--- src/rtl/adc_seq_pkg.sv ---
// Shared types and constants for the ADC sample sequencer.
//   seq_state_t : sequencer FSM states
//   ACC_EXTRA   : accumulator headroom bits (up to 2^7 samples per window)
//   ACC_W       : accumulator width for the default 12-bit converter
//   DEF_TIMEOUT : default soc-to-eoc abort limit in clk cycles
package adc_seq_pkg;

  localparam int unsigned DEF_SIZE    = 12;
  localparam int unsigned ACC_EXTRA   = 7;
  localparam int unsigned ACC_W       = DEF_SIZE + ACC_EXTRA;
  localparam int unsigned SMP_W       = ACC_EXTRA + 1;
  localparam int unsigned DEF_TIMEOUT = 64;

  typedef enum logic [1:0] {
    IDLE    = 2'd0,
    START   = 2'd1,
    CONVERT = 2'd2,
    WAIT    = 2'd3
  } seq_state_t;

  // Accumulator width for an arbitrary converter width.
  function automatic int unsigned acc_w(input int unsigned size);
    return size + ACC_EXTRA;
  endfunction

endpackage

--- src/rtl/adc_result_fifo.sv ---
// Shift-register result FIFO; entry 0 is always the head so head_data is a flop.
//   clk, rst    : clock, async active-high reset
//   push        : write push_data (accepted when not full, or full with pop)
//   pop         : remove head (ignored when empty)
//   full, empty : registered occupancy flags
//   head_valid  : registered "not empty"
//   head_data   : registered head entry
module adc_result_fifo #(
  parameter int unsigned WIDTH = 12,
  parameter int unsigned DEPTH = 4
) (
  input  logic             clk,
  input  logic             rst,
  input  logic             push,
  input  logic [WIDTH-1:0] push_data,
  input  logic             pop,
  output logic             full,
  output logic             empty,
  output logic             head_valid,
  output logic [WIDTH-1:0] head_data
);

  localparam int unsigned CNT_W = $clog2(DEPTH + 1);
  localparam int unsigned IDX_W = $clog2(DEPTH);

  logic [WIDTH-1:0] ent     [DEPTH];
  logic [WIDTH-1:0] ent_nxt [DEPTH];
  logic [CNT_W-1:0] cnt;
  logic [CNT_W-1:0] cnt_nxt;
  logic [IDX_W-1:0] wr_idx;
  logic             pop_ok;
  logic             push_ok;

  assign pop_ok    = pop & ~empty;
  // A pop in the same cycle frees the slot a full FIFO needs.
  assign push_ok   = push & (~full | pop_ok);
  assign wr_idx    = IDX_W'(cnt - CNT_W'(pop_ok));
  assign cnt_nxt   = cnt - CNT_W'(pop_ok) + CNT_W'(push_ok);
  assign head_data = ent[0];

  // Next contents: shift toward the head on pop, then write at the new tail.
  always_comb begin
    ent_nxt = ent;
    if (pop_ok) begin
      for (int unsigned i = 0; i + 1 < DEPTH; i++) ent_nxt[i] = ent[i + 1];
    end
    if (push_ok) ent_nxt[wr_idx] = push_data;
  end

  always_ff @(posedge clk or posedge rst) begin
    if (rst) begin
      for (int unsigned i = 0; i < DEPTH; i++) ent[i] <= '0;
      cnt        <= '0;
      full       <= 1'b0;
      empty      <= 1'b1;
      head_valid <= 1'b0;
    end else begin
      ent        <= ent_nxt;
      cnt        <= cnt_nxt;
      full       <= (cnt_nxt == CNT_W'(DEPTH));
      empty      <= (cnt_nxt == '0);
      head_valid <= (cnt_nxt != '0);
    end
  end

endmodule

--- src/rtl/adc_sample_sequencer.sv ---
// ADC sample sequencer: periodic soc pulses to the SAR controller, eoc capture,
// 2^osr_log2 oversampling average, result FIFO, timeout/overflow sticky flags.
// Optional macro ADC_SEQ_ROUND_EN: round-half-up average (saturated) instead
// of truncation.
//   clk, rst             : clock, async active-high reset
//   enable               : run sequencer
//   period               : soc-to-soc spacing in cycles (0 = back-to-back)
//   osr_log2             : log2 of samples averaged per result
//   soc / eoc / adc_data : SAR controller handshake and result
//   res_data / res_valid / res_ready : averaged result stream (FIFO head)
//   overflow, timeout_err, err_clr   : sticky error flags and their clear
module adc_sample_sequencer
  import adc_seq_pkg::*;
#(
  parameter int unsigned SIZE       = 12,
  parameter int unsigned FIFO_DEPTH = 4,
  parameter int unsigned TIMEOUT    = DEF_TIMEOUT
) (
  input  logic            clk,
  input  logic            rst,
  input  logic            enable,
  input  logic [15:0]     period,
  input  logic [2:0]      osr_log2,
  output logic            soc,
  input  logic            eoc,
  input  logic [SIZE-1:0] adc_data,
  output logic [SIZE-1:0] res_data,
  output logic            res_valid,
  input  logic            res_ready,
  output logic            overflow,
  output logic            timeout_err,
  input  logic            err_clr
);

  localparam int unsigned AW    = acc_w(SIZE);
  localparam int unsigned SUM_W = AW + 1;
  localparam int unsigned TMO_W = $clog2(TIMEOUT + 1);

  seq_state_t       state;
  logic             eoc_q;
  logic [15:0]      ptmr;
  logic [TMO_W-1:0] tmo;
  logic [AW-1:0]    acc;
  logic [SMP_W-1:0] smp_cnt;
  logic [2:0]       osr_win;

  logic             capture;
  logic [2:0]       osr_eff;
  logic [SUM_W-1:0] sum;
  logic             win_done;
  logic [SIZE-1:0]  avg;
  logic             push;
  logic             pop;
  logic             fifo_full;
  logic             fifo_empty;
  logic             drop;
  logic             tmo_evt;

  assign capture  = eoc & ~eoc_q;
  // The window's ratio is frozen by its first sample.
  assign osr_eff  = (smp_cnt == '0) ? osr_log2 : osr_win;
  assign sum      = SUM_W'(acc) + SUM_W'(adc_data);
  assign win_done = (smp_cnt + SMP_W'(1)) == (SMP_W'(1) << osr_eff);

`ifdef ADC_SEQ_ROUND_EN
  logic [SUM_W-1:0] rnd;
  logic [SUM_W-1:0] shifted;
  assign rnd     = (SUM_W'(1) << osr_eff) >> 1;
  assign shifted = (sum + rnd) >> osr_eff;
  assign avg     = (shifted > SUM_W'({SIZE{1'b1}})) ? {SIZE{1'b1}} : SIZE'(shifted);
`else
  assign avg     = SIZE'(sum >> osr_eff);
`endif

  assign push    = (state == CONVERT) & capture & enable & win_done;
  assign pop     = res_valid & res_ready & ~fifo_empty;
  assign drop    = push & fifo_full & ~pop;
  assign tmo_evt = (state == CONVERT) & ~capture & (tmo == '0);

  // Sequencer FSM, timers, accumulator and sticky flags. START and the
  // registered WAIT->START decision each use a cycle, so both timers are
  // loaded with N-2 and read 0 on the last cycle of their interval.
  always_ff @(posedge clk or posedge rst) begin
    if (rst) begin
      state       <= IDLE;
      soc         <= 1'b0;
      eoc_q       <= 1'b0;
      ptmr        <= '0;
      tmo         <= '0;
      acc         <= '0;
      smp_cnt     <= '0;
      osr_win     <= '0;
      overflow    <= 1'b0;
      timeout_err <= 1'b0;
    end else begin
      eoc_q       <= eoc;
      osr_win     <= osr_eff;
      soc         <= 1'b0;
      overflow    <= drop    | (overflow    & ~err_clr);
      timeout_err <= tmo_evt | (timeout_err & ~err_clr);
      case (state)
        IDLE: begin
          if (enable) begin
            state <= START;
            soc   <= 1'b1;
          end
        end
        START: begin
          ptmr  <= (period > 16'd2) ? period - 16'd2 : 16'd0;
          tmo   <= TMO_W'(TIMEOUT - 2);
          state <= CONVERT;
        end
        CONVERT: begin
          ptmr <= (ptmr != '0) ? ptmr - 16'd1 : 16'd0;
          tmo  <= (tmo  != '0) ? tmo  - TMO_W'(1) : '0;
          if (capture) begin
            if (!enable || win_done) begin
              acc     <= '0;
              smp_cnt <= '0;
            end else begin
              acc     <= AW'(sum);
              smp_cnt <= smp_cnt + SMP_W'(1);
            end
            state <= enable ? WAIT : IDLE;
          end else if (tmo == '0) begin
            acc     <= '0;
            smp_cnt <= '0;
            state   <= enable ? WAIT : IDLE;
          end
        end
        WAIT: begin
          ptmr <= (ptmr != '0) ? ptmr - 16'd1 : 16'd0;
          if (ptmr == '0) begin
            if (enable) begin
              state <= START;
              soc   <= 1'b1;
            end else begin
              state   <= IDLE;
              acc     <= '0;
              smp_cnt <= '0;
            end
          end
        end
        default: state <= IDLE;
      endcase
    end
  end

  adc_result_fifo #(
    .WIDTH (SIZE),
    .DEPTH (FIFO_DEPTH)
  ) u_fifo (
    .clk        (clk),
    .rst        (rst),
    .push       (push),
    .push_data  (avg),
    .pop        (pop),
    .full       (fifo_full),
    .empty      (fifo_empty),
    .head_valid (res_valid),
    .head_data  (res_data)
  );

endmodule

--- config.mk ---
export PLATFORM = sky130hd
export DESIGN_NAME = adc_sample_sequencer
export DESIGN_NICKNAME = d
export VERILOG_FILES = /design/src/rtl/adc_seq_pkg.sv /design/src/rtl/adc_result_fifo.sv /design/src/rtl/adc_sample_sequencer.sv
export SDC_FILE = /design/constraint.sdc
export NUM_CORES = 1
export LEC_CHECK = 0
export ABC_AREA = 1
export CAP_MARGIN = 20
export CORE_MARGIN = 5
export CORE_UTILIZATION = 38
export DETAILED_ROUTE_END_ITERATION = 12
export HOLD_SLACK_MARGIN = 0.03
export SETUP_SLACK_MARGIN = 0.05
export SYNTH_ARGS = -nofsm -noshare
export SYNTH_HDL_FRONTEND = slang
export SYNTH_SLANG_ARGS = --single-unit
--- constraint.sdc ---
create_clock -name clk -period 3.26 [get_ports clk]
set_input_delay 0.489 -clock clk [delete_from_list [all_inputs] [get_ports clk]]
set_output_delay 0.489 -clock clk [all_outputs]
set_load 0.01 [all_outputs]
==> results of run 1 <==
## stage by stage
| step | instance area (sq um) | util (%) | hold slack (ns) | worst slack, ns |
|---|---|---|---|---|
| floorplan | 8060 | - | 0.442 | 0.436 |
| global placement | 8840 | 42.2 | 0.461 | 0.0306 |
| detailed placement | 8840 | 42.2 | 0.463 | 0.0194 |
| CTS | 9440 | 45.1 | 0.479 | 0.0754 |
| global route | 9510 | 45.4 | 0.490 | 0.0534 |
| finish | 9510 | 45.4 | 0.475 | 0.251 |
## layer usage
layer  wire length [um]  vias to the layer above
li1                   -                     4048
met1               9940                     3539
met2               9900                      177
met3                926                       35
met4                439                        0
met5                  0                        -
## worst min path at each step
| stage | startpoint | to | slack (ns) | cells after the start |
|---|---|---|---|---|
| 2_1_floorplan | register | register | 0.44 | 2 |
| 3_3_place_gp | register | register | 0.46 | 2 |
| 3_5_place_dp | register | register | 0.46 | 2 |
| 4_1_cts | register | register | 0.48 | 2 |
| 5_1_grt | register | register | 0.49 | 2 |
| 6_report | register | register | 0.48 | 2 |
## worst max-delay path, cell delays in order (launching register included)
cell and delay [ns]:
sky130_fd_sc_hd__dfrtp_1 0.40, sky130_fd_sc_hd__inv_1 0.08, sky130_fd_sc_hd__ha_1 0.21, sky130_fd_sc_hd__inv_1 0.09, sky130_fd_sc_hd__nor2_4 0.16, sky130_fd_sc_hd__nand3b_1 0.15
sky130_fd_sc_hd__nand2_4 0.17, sky130_fd_sc_hd__nand3_1 0.09, sky130_fd_sc_hd__nand2_1 0.07, sky130_fd_sc_hd__nand2_1 0.05, sky130_fd_sc_hd__nor2_1 0.13, sky130_fd_sc_hd__nand2_1 0.11
sky130_fd_sc_hd__nor2_4 0.16, sky130_fd_sc_hd__nand3_2 0.10, sky130_fd_sc_hd__nor2_1 0.12, sky130_fd_sc_hd__ha_1 0.18, sky130_fd_sc_hd__xor2_1 0.18, sky130_fd_sc_hd__xor2_1 0.28
sky130_fd_sc_hd__inv_1 0.10, sky130_fd_sc_hd__nand4_1 0.11
## cell families (layout without fill, tap and decap cells)
logic type | Yosys count | count (layout) | synth area share, %
mux | 1 | 1 | 0.124
compound gates | 137 | 137 | 9.28
flops | 113 | 113 | 35.1
xor+xnor | 22 | 22 | 2.39
simple gates | 764 | 764 | 39.5
fa+ha+maj | 24 | 24 | 3.82
buf+inv | 183 | 240 | 9.75
## synthesized netlist by cell type (5+ instances only)
cell type	count	area [sq um]
sky130_fd_sc_hd__nand4_1	8	50.1
sky130_fd_sc_hd__nand3_1	133	666
sky130_fd_sc_hd__inv_1	119	447
sky130_fd_sc_hd__and2_1	6	37.5
sky130_fd_sc_hd__buf_2	10	50.1
sky130_fd_sc_hd__xor2_1	17	149
sky130_fd_sc_hd__buf_4	17	128
sky130_fd_sc_hd__nor2_1	79	297
sky130_fd_sc_hd__inv_2	9	33.8
sky130_fd_sc_hd__nand2_1	502	1880
sky130_fd_sc_hd__nand3b_1	16	120
sky130_fd_sc_hd__nor3_1	10	50.1
sky130_fd_sc_hd__clkbuf_1	16	60.1
sky130_fd_sc_hd__xnor2_1	5	43.8
sky130_fd_sc_hd__buf_1	6	22.5
sky130_fd_sc_hd__a31oi_1	7	43.8
sky130_fd_sc_hd__ha_1	23	288
sky130_fd_sc_hd__dfrtp_1	112	2800
sky130_fd_sc_hd__o21ai_1	5	25.0
sky130_fd_sc_hd__o22ai_1	20	125
sky130_fd_sc_hd__o21ai_0	58	290
sky130_fd_sc_hd__a21oi_1	36	180
## power breakdown
group	internal (W)	switching, W	leakage, nW
Clock	0.00122	0.000717	0.289
Sequential	0.00174	0.000210	1.49
Combinational	0.00136	0.00269	3.16
## layout make-up
cell class,instances,area (sq um)
Inverter,131,495
Clock buffer,19,443
Clock inverter,13,163
Fill cell,2188,11400
Sequential cell,113,2830
Multi-Input combinational cell,948,4480
Timing Repair Buffer,77,749
Tap cell,275,344
## what timing repair did
item                       in CTS  in global routing
setup endpoints to repair       0                 47
setup buffers                   0                  3
gates resized for setup         0                 11
==> metrics.txt, run 1 <==
outcome finished clean; DP HPWL 14,700 um; Fin Setup TNS 0 ns; most common library cell in the layout ignoring fill and taps sky130_fd_sc_hd__nand2_1; initial core utilization between 30% and 40%; synthesized netlist net count 1,305; number of maximum-capacitance constraint violations 0; core area ~21,000 sq um; async set or reset register ratio after synthesis 100%; first-pass GRT wire length 35,800 um; clock tree root driver cell sky130_fd_sc_hd__clkbuf_16; Tightest Pin Transition 0.630 ns; Syn Inst Count 1,244; vias in the first global route 7,309; number of nets with antenna violations after detailed routing 0; CTS clock-pin slew for the worst setup and hold paths 0.06 ns; Final Max Tran Viols 0; total power per unit cell area approximately 840 nW/um^2; number of endpoints with negative hold slack in the final report 0; type of destination of the critical path register; maximum number of pins on one net before global-route repair 114; leading cell types in the layout, fill and taps excluded sky130_fd_sc_hd__nand2_1, sky130_fd_sc_hd__nand3_1, sky130_fd_sc_hd__inv_1; Arrival @ worst endpoint around 3.4 ns; crit start category register; clock buffers created by TritonCTS 17; routing usage on met2 29.5%; Peak supply drop around 0.00043 V; latest clock arrival within the worst-skew pair 0.43 ns; Layout Area Growth over Synthesis 17.9%; destination of the worst register-to-register timing path u_fifo.head_valid; highest attainable clock frequency 332 MHz; Cell Rows 53; Tot GR Track Use 18.1%; non-filler cells in the finished layout about 1,600; Max transition margin 58.0%; met1 capacity usage during global routing between 20 and 25%; worst reg2reg path startpoint smp_cnt[1]; count of state elements after synthesis 113; Post-CTS Hold Fix Bufs 0; post-detailed-route via-to-cell ratio slightly below 5; RSZ-0062 raised after global routing no; DRC errors left 0; number of I/O port buffers 52; Pwr Total approximately 0.0079 W; number of antenna violations at the first check in global routing 0; Max Buffers Root-to-Sink 2; global route total overflow 0; Syn Std Cell Area between 8000 and 9000 sq um; highest fanout seen on the critical path 12; I/O Pins 53; Die Footprint 24,200 sq um; floorplan die height around 160 um; number of enable flip-flop cells after synthesis 0; start point of the critical path smp_cnt[1]; worst endpoint required time roughly 3.6 ns; worst clock skew 0.00762 ns; starting DRC count in detailed routing 718; count of endpoints failing setup in the final report 0; Critical Setup Path Class reg2reg; minimum period implied by the final worst setup slack 3.01 ns; register-to-register setup slack ~0.25 ns; capture point of the worst path u_fifo.head_valid; worst min-delay path class reg2reg; average size of a mapped cell roughly 6.5 sq um; Total Wirelength 21,200 um; register area share after synthesis 35.1%; # H-tree levels 4; number of unique standard cell types used by synthesis 37; routed length per instance 13.5 um; Final GP Congestion roughly 0.86; static leakage slightly below 5 nW; first-pass iteration count of the detailed router 5; Yosys warning count 0; die boundary width between 150 and 200 um; portion of the clock cycle consumed by the worst path in the final layout 92.3%; CTS tree yes; number of diodes 0; number of cell instances on the worst register-to-register path 19; layer with the highest usage met2; Most used DFF post-synth sky130_fd_sc_hd__dfrtp_1; met3 track utilization from global routing 3.80%; Total Nets Final 1,349; number of vias in the routed layout 7,799; share of layout cells above drive strength 1 6.30%; Num Clock Sinks 113; number of cells in the design after placement 1,541
(Power assumes the default switching activity.)
==> run 2: changes to the inputs <==
Settings changed: CORE_ASPECT_RATIO set to 0.6, REMOVE_ABC_BUFFERS set to 1.
==> run 2 against run 1 <==
Non-clock buffer count grew 4. Utilization grew 0.62 points. Critical path type unchanged. Flip-flop and latch count is the same. Fmax grew 1.0%. Clock power grew 2%. Global-route usage grew 1.7 points. Largest power group unchanged. Sequential power is essentially flat.
==> metrics.txt, run 2 (synthesis results as in run 1) <==
number of nets with antenna violations after detailed routing 0 (unchanged); clock buffers created by TritonCTS 17 (unchanged); latest clock arrival within the worst-skew pair 0.43 ns (about the same); Die Footprint 24,300 sq um (was 24,200 sq um); crit start category register (unchanged); Total Wirelength 23,200 um (was 21,200 um); number of maximum-capacitance constraint violations 0 (unchanged); Arrival @ worst endpoint 3.34 ns (was 3.36 ns); cell type with the highest occurrence count on the critical path sky130_fd_sc_hd__nor2_1; Layout Area Growth over Synthesis 19.4% (was 17.9%); number of endpoints with negative hold slack in the final report 0 (unchanged); share of layout cells above drive strength 1 7.27% (was 6.30%); final-layout fill cell count 2,180 (was 2,188); worst-path cell with the longest stage delay sky130_fd_sc_hd__dfrtp_1 (unchanged); routed length per instance 14.7 um (was 13.5 um); Final GP Congestion 0.853 (was 0.856); Max transition margin 57.6% (was 58.0%); Tot GR Track Use 19.8% (was 18.1%); number of buffer and inverter instances along the worst setup path 3 (unchanged); DRC errors left 0 (unchanged); switch share 45.8% (was 45.5%); post-detailed-route via-to-cell ratio 5.04 (was 4.95); first-pass GRT wire length 38,300 um (was 35,800 um); Tightest Pin Transition 0.635 ns (was 0.630 ns); first-pass iteration count of the detailed router 5 (unchanged); worst min-delay path class in2async (was reg2reg); crit path cell chain inv_2, ha_4, inv_1, nor2_4, nand3_1, nand2_4, nor2_1, nand3_1, nand2_1, nor2_1, nand2_1, nor2_4, nand3_2, nor2_1, ha_1, xor2_1, xor2_1, inv_1, nor2_1 (was inv_1, ha_1, inv_1, nor2_4, nand3b_1, nand2_4, nand3_1, nand2_1, nand2_1, nor2_1, nand2_1, nor2_4, nand3_2, nor2_1, ha_1, xor2_1, xor2_1, inv_1, nand4_1); portion of the clock cycle consumed by the worst path in the final layout 91.4% (was 92.3%); starting DRC count in detailed routing 679 (was 718); Final Max Tran Viols 0 (unchanged); CTS clock-pin slew for the worst setup and hold paths 0.06 ns (about the same); sequential share of power 24.0% (was 24.6%); RSZ-0062 raised after global routing no (unchanged); type of destination of the critical path register (unchanged); number of antenna violations at the first check in global routing 0 (unchanged); share of power burned in combinational logic 51.6% (was 51.0%); Num Clock Sinks 113 (unchanged); Peak supply drop 0.000438 V (was 0.000429 V); outcome finished clean (unchanged); leading cell types in the layout, fill and taps excluded sky130_fd_sc_hd__nand2_1, sky130_fd_sc_hd__nand3_1, sky130_fd_sc_hd__inv_1 (unchanged); worst clock skew 0.0105 ns (was 0.00762 ns); most common library cell in the layout ignoring fill and taps sky130_fd_sc_hd__nand2_1 (unchanged); I/O Pins 53 (unchanged); total power per unit cell area 846 nW/um^2 (was 835 nW/um^2); highest fanout seen on the critical path 7 (was 12); global route total overflow 0 (unchanged); number of diodes 0 (unchanged); DP HPWL 16,800 um (was 14,700 um); static leakage 5.00 nW (was 4.94 nW); core area 20,900 sq um (was 21,000 sq um); # H-tree levels 4 (unchanged); CTS tree yes (unchanged); internal power 0.00441 W (was 0.00432 W); delay contributed by the slowest stage of the critical path 0.42 ns (was 0.40 ns); highest attainable clock frequency 336 MHz (was 332 MHz); share of total power in the clock network 24.4% (about the same); net switching power 0.00373 W (was 0.00362 W); Total Nets Final 1,355 (was 1,349); area of placed instances 8880 sq um (was 8840 sq um); kind of cell with the highest combined delay on the critical path simple AND/OR/NAND/NOR gates (unchanged); number of cells in the design after placement 1,550 (was 1,541); die boundary width 198 um (was 156 um); minimum period implied by the final worst setup slack 2.98 ns (was 3.01 ns); Max Buffers Root-to-Sink 2 (unchanged); floorplan die height 123 um (was 156 um); number of I/O port buffers 52 (unchanged); maximum number of pins on one net before global-route repair 65 (was 114); number of vias in the routed layout 7,992 (was 7,799); non-filler cells in the finished layout 1,586 (was 1,576); Critical Setup Path Class reg2reg (unchanged); initial core utilization 38.5% (about the same); Final Instance Area 9620 sq um (was 9510 sq um); vias in the first global route 7,261 (was 7,309); worst endpoint required time 3.62 ns (was 3.61 ns); count of endpoints failing setup in the final report 0 (unchanged); Cell Rows 41 (was 53); clock tree root driver cell sky130_fd_sc_hd__clkbuf_16 (unchanged)
==> run 2: power groups by stage <==
stage | Combinational [W] | Clock, W | Sequential (W)
after floorplan | 0.00274 | 0 | 0.00193
after global placement | 0.00403 | 0 | 0.00197
after detailed placement | 0.00405 | 0 | 0.00197
after CTS | 0.00407 | 0.00201 | 0.00195
after global routing | 0.00472 | 0.00209 | 0.00200
final | 0.00420 | 0.00198 | 0.00195
==> run 2: worst paths after layout <==
check	from	end	slack, ns	cells after the start
setup / recovery	smp_cnt[1]	u_fifo.full	0.28	19
hold / removal	rst	u_fifo.ent[33]	0.35	2
setup reg to reg	smp_cnt[1]	u_fifo.full	0.28	19
hold reg to reg	register	register	0.47	2
max in group asynchronous	rst	u_fifo.ent[25]	2.15	3
min in group clk	register	register	0.47	2
==> run 2: timing repair <==
action	in CTS	in global routing
buffers inserted	0	2
resized for setup	0	23
setup endpoints to repair	0	48
hold buffers	0	0
==> run 2: layout make-up <==
class	count	area (sq um)	share of cell area, %
clock buffers	23	488	5.07
clock inverters	9	129	1.34
inverters	131	494	5.14
multi-input cells	950	4550	47.3
flip-flops and latches	113	2830	29.4
well taps	279	349	3.63
repair buffers	81	783	8.14
==> run 2: per-stage QoR <==
step	hold WS (ns)	TNS, ns	utilization [%]	total power (W)	worst slack, ns
finish	0.350	0	46.0	0.00814	0.280
global route	0.373	0	46.0	0.00881	0.0359
CTS	0.354	0	45.4	0.00803	0.0747
detailed placement	0.460	0	42.4	0.00602	0.0269
global placement	0.459	0	42.4	0.00600	0.0694
floorplan	0.442	-55.14	-	0.00467	-0.883
==> run 2: per-layer routing <==
layer / routed length, um / vias to the layer above / global-route usage [%]
li1: - / 4078 / -
met1: 13000 / 3699 / 32.5
met2: 8600 / 193 / 25.6
met3: 1370 / 22 / 4.14
met4: 255 / 0 / 4.99
met5: 0 / - / 0
==> run 3: changes to the inputs <==
Settings changed: RECOVER_POWER set to 50.
==> run 3 against run 2 <==
The run now ends with capacitance limit, slew limit left. Final cell count did not move. Global-route usage unchanged. Via count grew 0.38%. Sequential power about the same. Sequential share of layout area is 0.069 points higher. Hold slack improved by 0.12 ns. Flip-flop and latch count unchanged. Count of clock-buffer cells in the layout unchanged. Fmax is 1.1% higher. Clock power about the same. Combinational power about the same. Largest power group unchanged. Largest cell class unchanged.
==> metrics.txt, run 3 (synthesis results as in run 1) <==
clock buffers created by TritonCTS 17 (unchanged); count of endpoints failing setup in the final report 0 (unchanged); I/O Pins 53 (unchanged); number of antenna violations at the first check in global routing 0 (unchanged); share of layout cells above drive strength 1 7.19% (was 7.27%); CTS tree yes (unchanged); Die Footprint 24,300 sq um (unchanged); first-pass iteration count of the detailed router 6 (was 5); leading cell types in the layout, fill and taps excluded sky130_fd_sc_hd__nand2_1, sky130_fd_sc_hd__nand3_1, sky130_fd_sc_hd__inv_1 (unchanged); highest fanout seen on the critical path 7 (unchanged); minimum period implied by the final worst setup slack 2.95 ns (was 2.98 ns); number of maximum-capacitance constraint violations 1 (was 0); # H-tree levels 4 (unchanged); maximum number of pins on one net before global-route repair 65 (unchanged); Critical Setup Path Class reg2reg (unchanged); Cell Rows 41 (unchanged); most common library cell in the layout ignoring fill and taps sky130_fd_sc_hd__nand2_1 (unchanged); Tot GR Track Use 19.8% (unchanged); area of all sequential standard cells 2830 sq um (unchanged); Tightest Pin Transition 1.70 ns (was 0.635 ns); total area of multi-input combinational cells 4550 sq um (unchanged); area of placed instances 8880 sq um (unchanged); Final Max Tran Viols 65 (was 0); number of cells in the design after placement 1,550 (unchanged); number of endpoints with negative hold slack in the final report 0 (unchanged); Fin Setup TNS 0 ns (unchanged); crit start category register (unchanged); violations in the final reports capacitance limit, slew limit; non-filler cells in the finished layout 1,586 (unchanged); Final GP Congestion 0.853 (unchanged); share of the core filled with cells in the final layout 45.9% (was 46.0%); Pwr Total 0.00813 W (was 0.00814 W); routed length per instance 14.7 um (about the same); highest attainable clock frequency 339 MHz (was 336 MHz); number of diodes 0 (unchanged); number of vias in the routed layout 8,022 (was 7,992); Final Instance Area 9600 sq um (was 9620 sq um); die boundary width 198 um (unchanged); starting DRC count in detailed routing 675 (was 679); vias in the first global route 7,261 (unchanged); type of destination of the critical path register (unchanged); Total Nets Final 1,355 (unchanged); Max Buffers Root-to-Sink 2 (unchanged); portion of the clock cycle consumed by the worst path in the final layout 90.4% (was 91.4%); worst min-delay path class reg2reg (was in2async); Layout Area Growth over Synthesis 19.1% (was 19.4%); number of I/O port buffers 52 (unchanged); outcome finished with violations (was finished clean); worst clock skew 0.00970 ns (was 0.0105 ns); initial core utilization 38.5% (unchanged); first-pass GRT wire length 38,300 um (unchanged); CTS clock-pin slew for the worst setup and hold paths 0.06 ns (about the same); total power per unit cell area 847 nW/um^2 (was 846 nW/um^2); Total Wirelength 23,300 um (was 23,200 um); core area 20,900 sq um (unchanged); global route total overflow 0 (unchanged); latest clock arrival within the worst-skew pair 0.43 ns (about the same); worst endpoint required time 3.62 ns (about the same); Max transition margin -13.3% (was 57.6%); Num Clock Sinks 113 (unchanged); clock tree root driver cell sky130_fd_sc_hd__clkbuf_16 (unchanged); RSZ-0062 raised after global routing no (unchanged); register-to-register setup slack 0.31 ns (was 0.28 ns); DP HPWL 16,800 um (unchanged); static leakage 4.99 nW (was 5.00 nW); final-layout fill cell count 2,184 (was 2,180); Peak supply drop 0.000438 V (about the same); post-detailed-route via-to-cell ratio 5.06 (was 5.04); floorplan die height 123 um (unchanged); number of nets with antenna violations after detailed routing 0 (unchanged); DRC errors left 0 (unchanged); Arrival @ worst endpoint 3.30 ns (was 3.34 ns)
run 3: cell types whose count changed in the layout (fill, tap and decap cells not counted):
cell / before / now
sky130_fd_sc_hd__buf_12: 3 / 2
sky130_fd_sc_hd__buf_4: 24 / 22
sky130_fd_sc_hd__clkbuf_1: 2 / 3
sky130_fd_sc_hd__clkbuf_2: 0 / 2
sky130_fd_sc_hd__clkdlybuf4s50_1: 52 / 48
sky130_fd_sc_hd__clkinvlp_2: 0 / 1
sky130_fd_sc_hd__dlygate4sd3_1: 0 / 4
sky130_fd_sc_hd__inv_4: 1 / 0
run 3: area by class of cell:
class                      instances  share of cell area, %
multi-input combinational        950                   47.4
sequential                       113                   29.5
timing repair buffer              81                   7.94
inverter                         131                   5.13
clock buffer                      23                   5.08
tap                              279                   3.64
clock inverter                     9                   1.34
run 3: worst paths after layout:
kind | startpoint | end | depth (start not counted)
max | smp_cnt[1] | u_fifo.full | 19
min | register | register | 2
max reg2reg | smp_cnt[1] | u_fifo.full | 19
min reg2reg | register | register | 2
max in group asynchronous | rst | ptmr[3] | 3
min in group asynchronous | rst | u_fifo.ent[33] | 2
run 3: report_power, final:
part,internal [W],switching (W),leakage [nW],total (W)
Combinational,0.00138,0.00281,3.21,0.00419
Clock,0.00128,0.000704,0.299,0.00198
Sequential,0.00174,0.000213,1.49,0.00195
Total,0.00440,0.00373,4.99,0.00813
run 3: critical path, cell delays in order (launching register included):
cell	delay, ns
sky130_fd_sc_hd__dfrtp_1	0.41
sky130_fd_sc_hd__inv_2	0.09
sky130_fd_sc_hd__ha_4	0.14
sky130_fd_sc_hd__inv_1	0.06
sky130_fd_sc_hd__nor2_4	0.20
sky130_fd_sc_hd__nand3_1	0.17
sky130_fd_sc_hd__nand2_4	0.14
sky130_fd_sc_hd__nor2_1	0.09
sky130_fd_sc_hd__nand3_1	0.07
sky130_fd_sc_hd__nand2_1	0.05
sky130_fd_sc_hd__nor2_1	0.12
sky130_fd_sc_hd__nand2_1	0.11
sky130_fd_sc_hd__nor2_4	0.22
sky130_fd_sc_hd__nand3_2	0.11
sky130_fd_sc_hd__nor2_1	0.12
sky130_fd_sc_hd__ha_1	0.18
sky130_fd_sc_hd__xor2_1	0.17
sky130_fd_sc_hd__xor2_1	0.23
sky130_fd_sc_hd__inv_1	0.08
sky130_fd_sc_hd__nor2_1	0.10
run 3: metal layers:
metal	GRT usage [%]	routed length [um]	vias to the layer above
li1	-	-	4078
met1	32.5	12900	3700
met2	25.6	8590	218
met3	4.14	1480	26
met4	4.99	263	0
met5	0	0	-
run 3: through the flow:
stage	hold slack, ns	worst slack, ns
floorplan	0.442	-0.883
global placement	0.459	0.0694
detailed placement	0.460	0.0269
CTS	0.354	0.0747
global route	0.509	0.0368
finish	0.471	0.314
run 3: timing repair:
action                     in CTS  in global routing
buffers inserted                0                  2
setup endpoints to repair       0                 48
hold buffers                    0                  0
resized for setup               0                 23
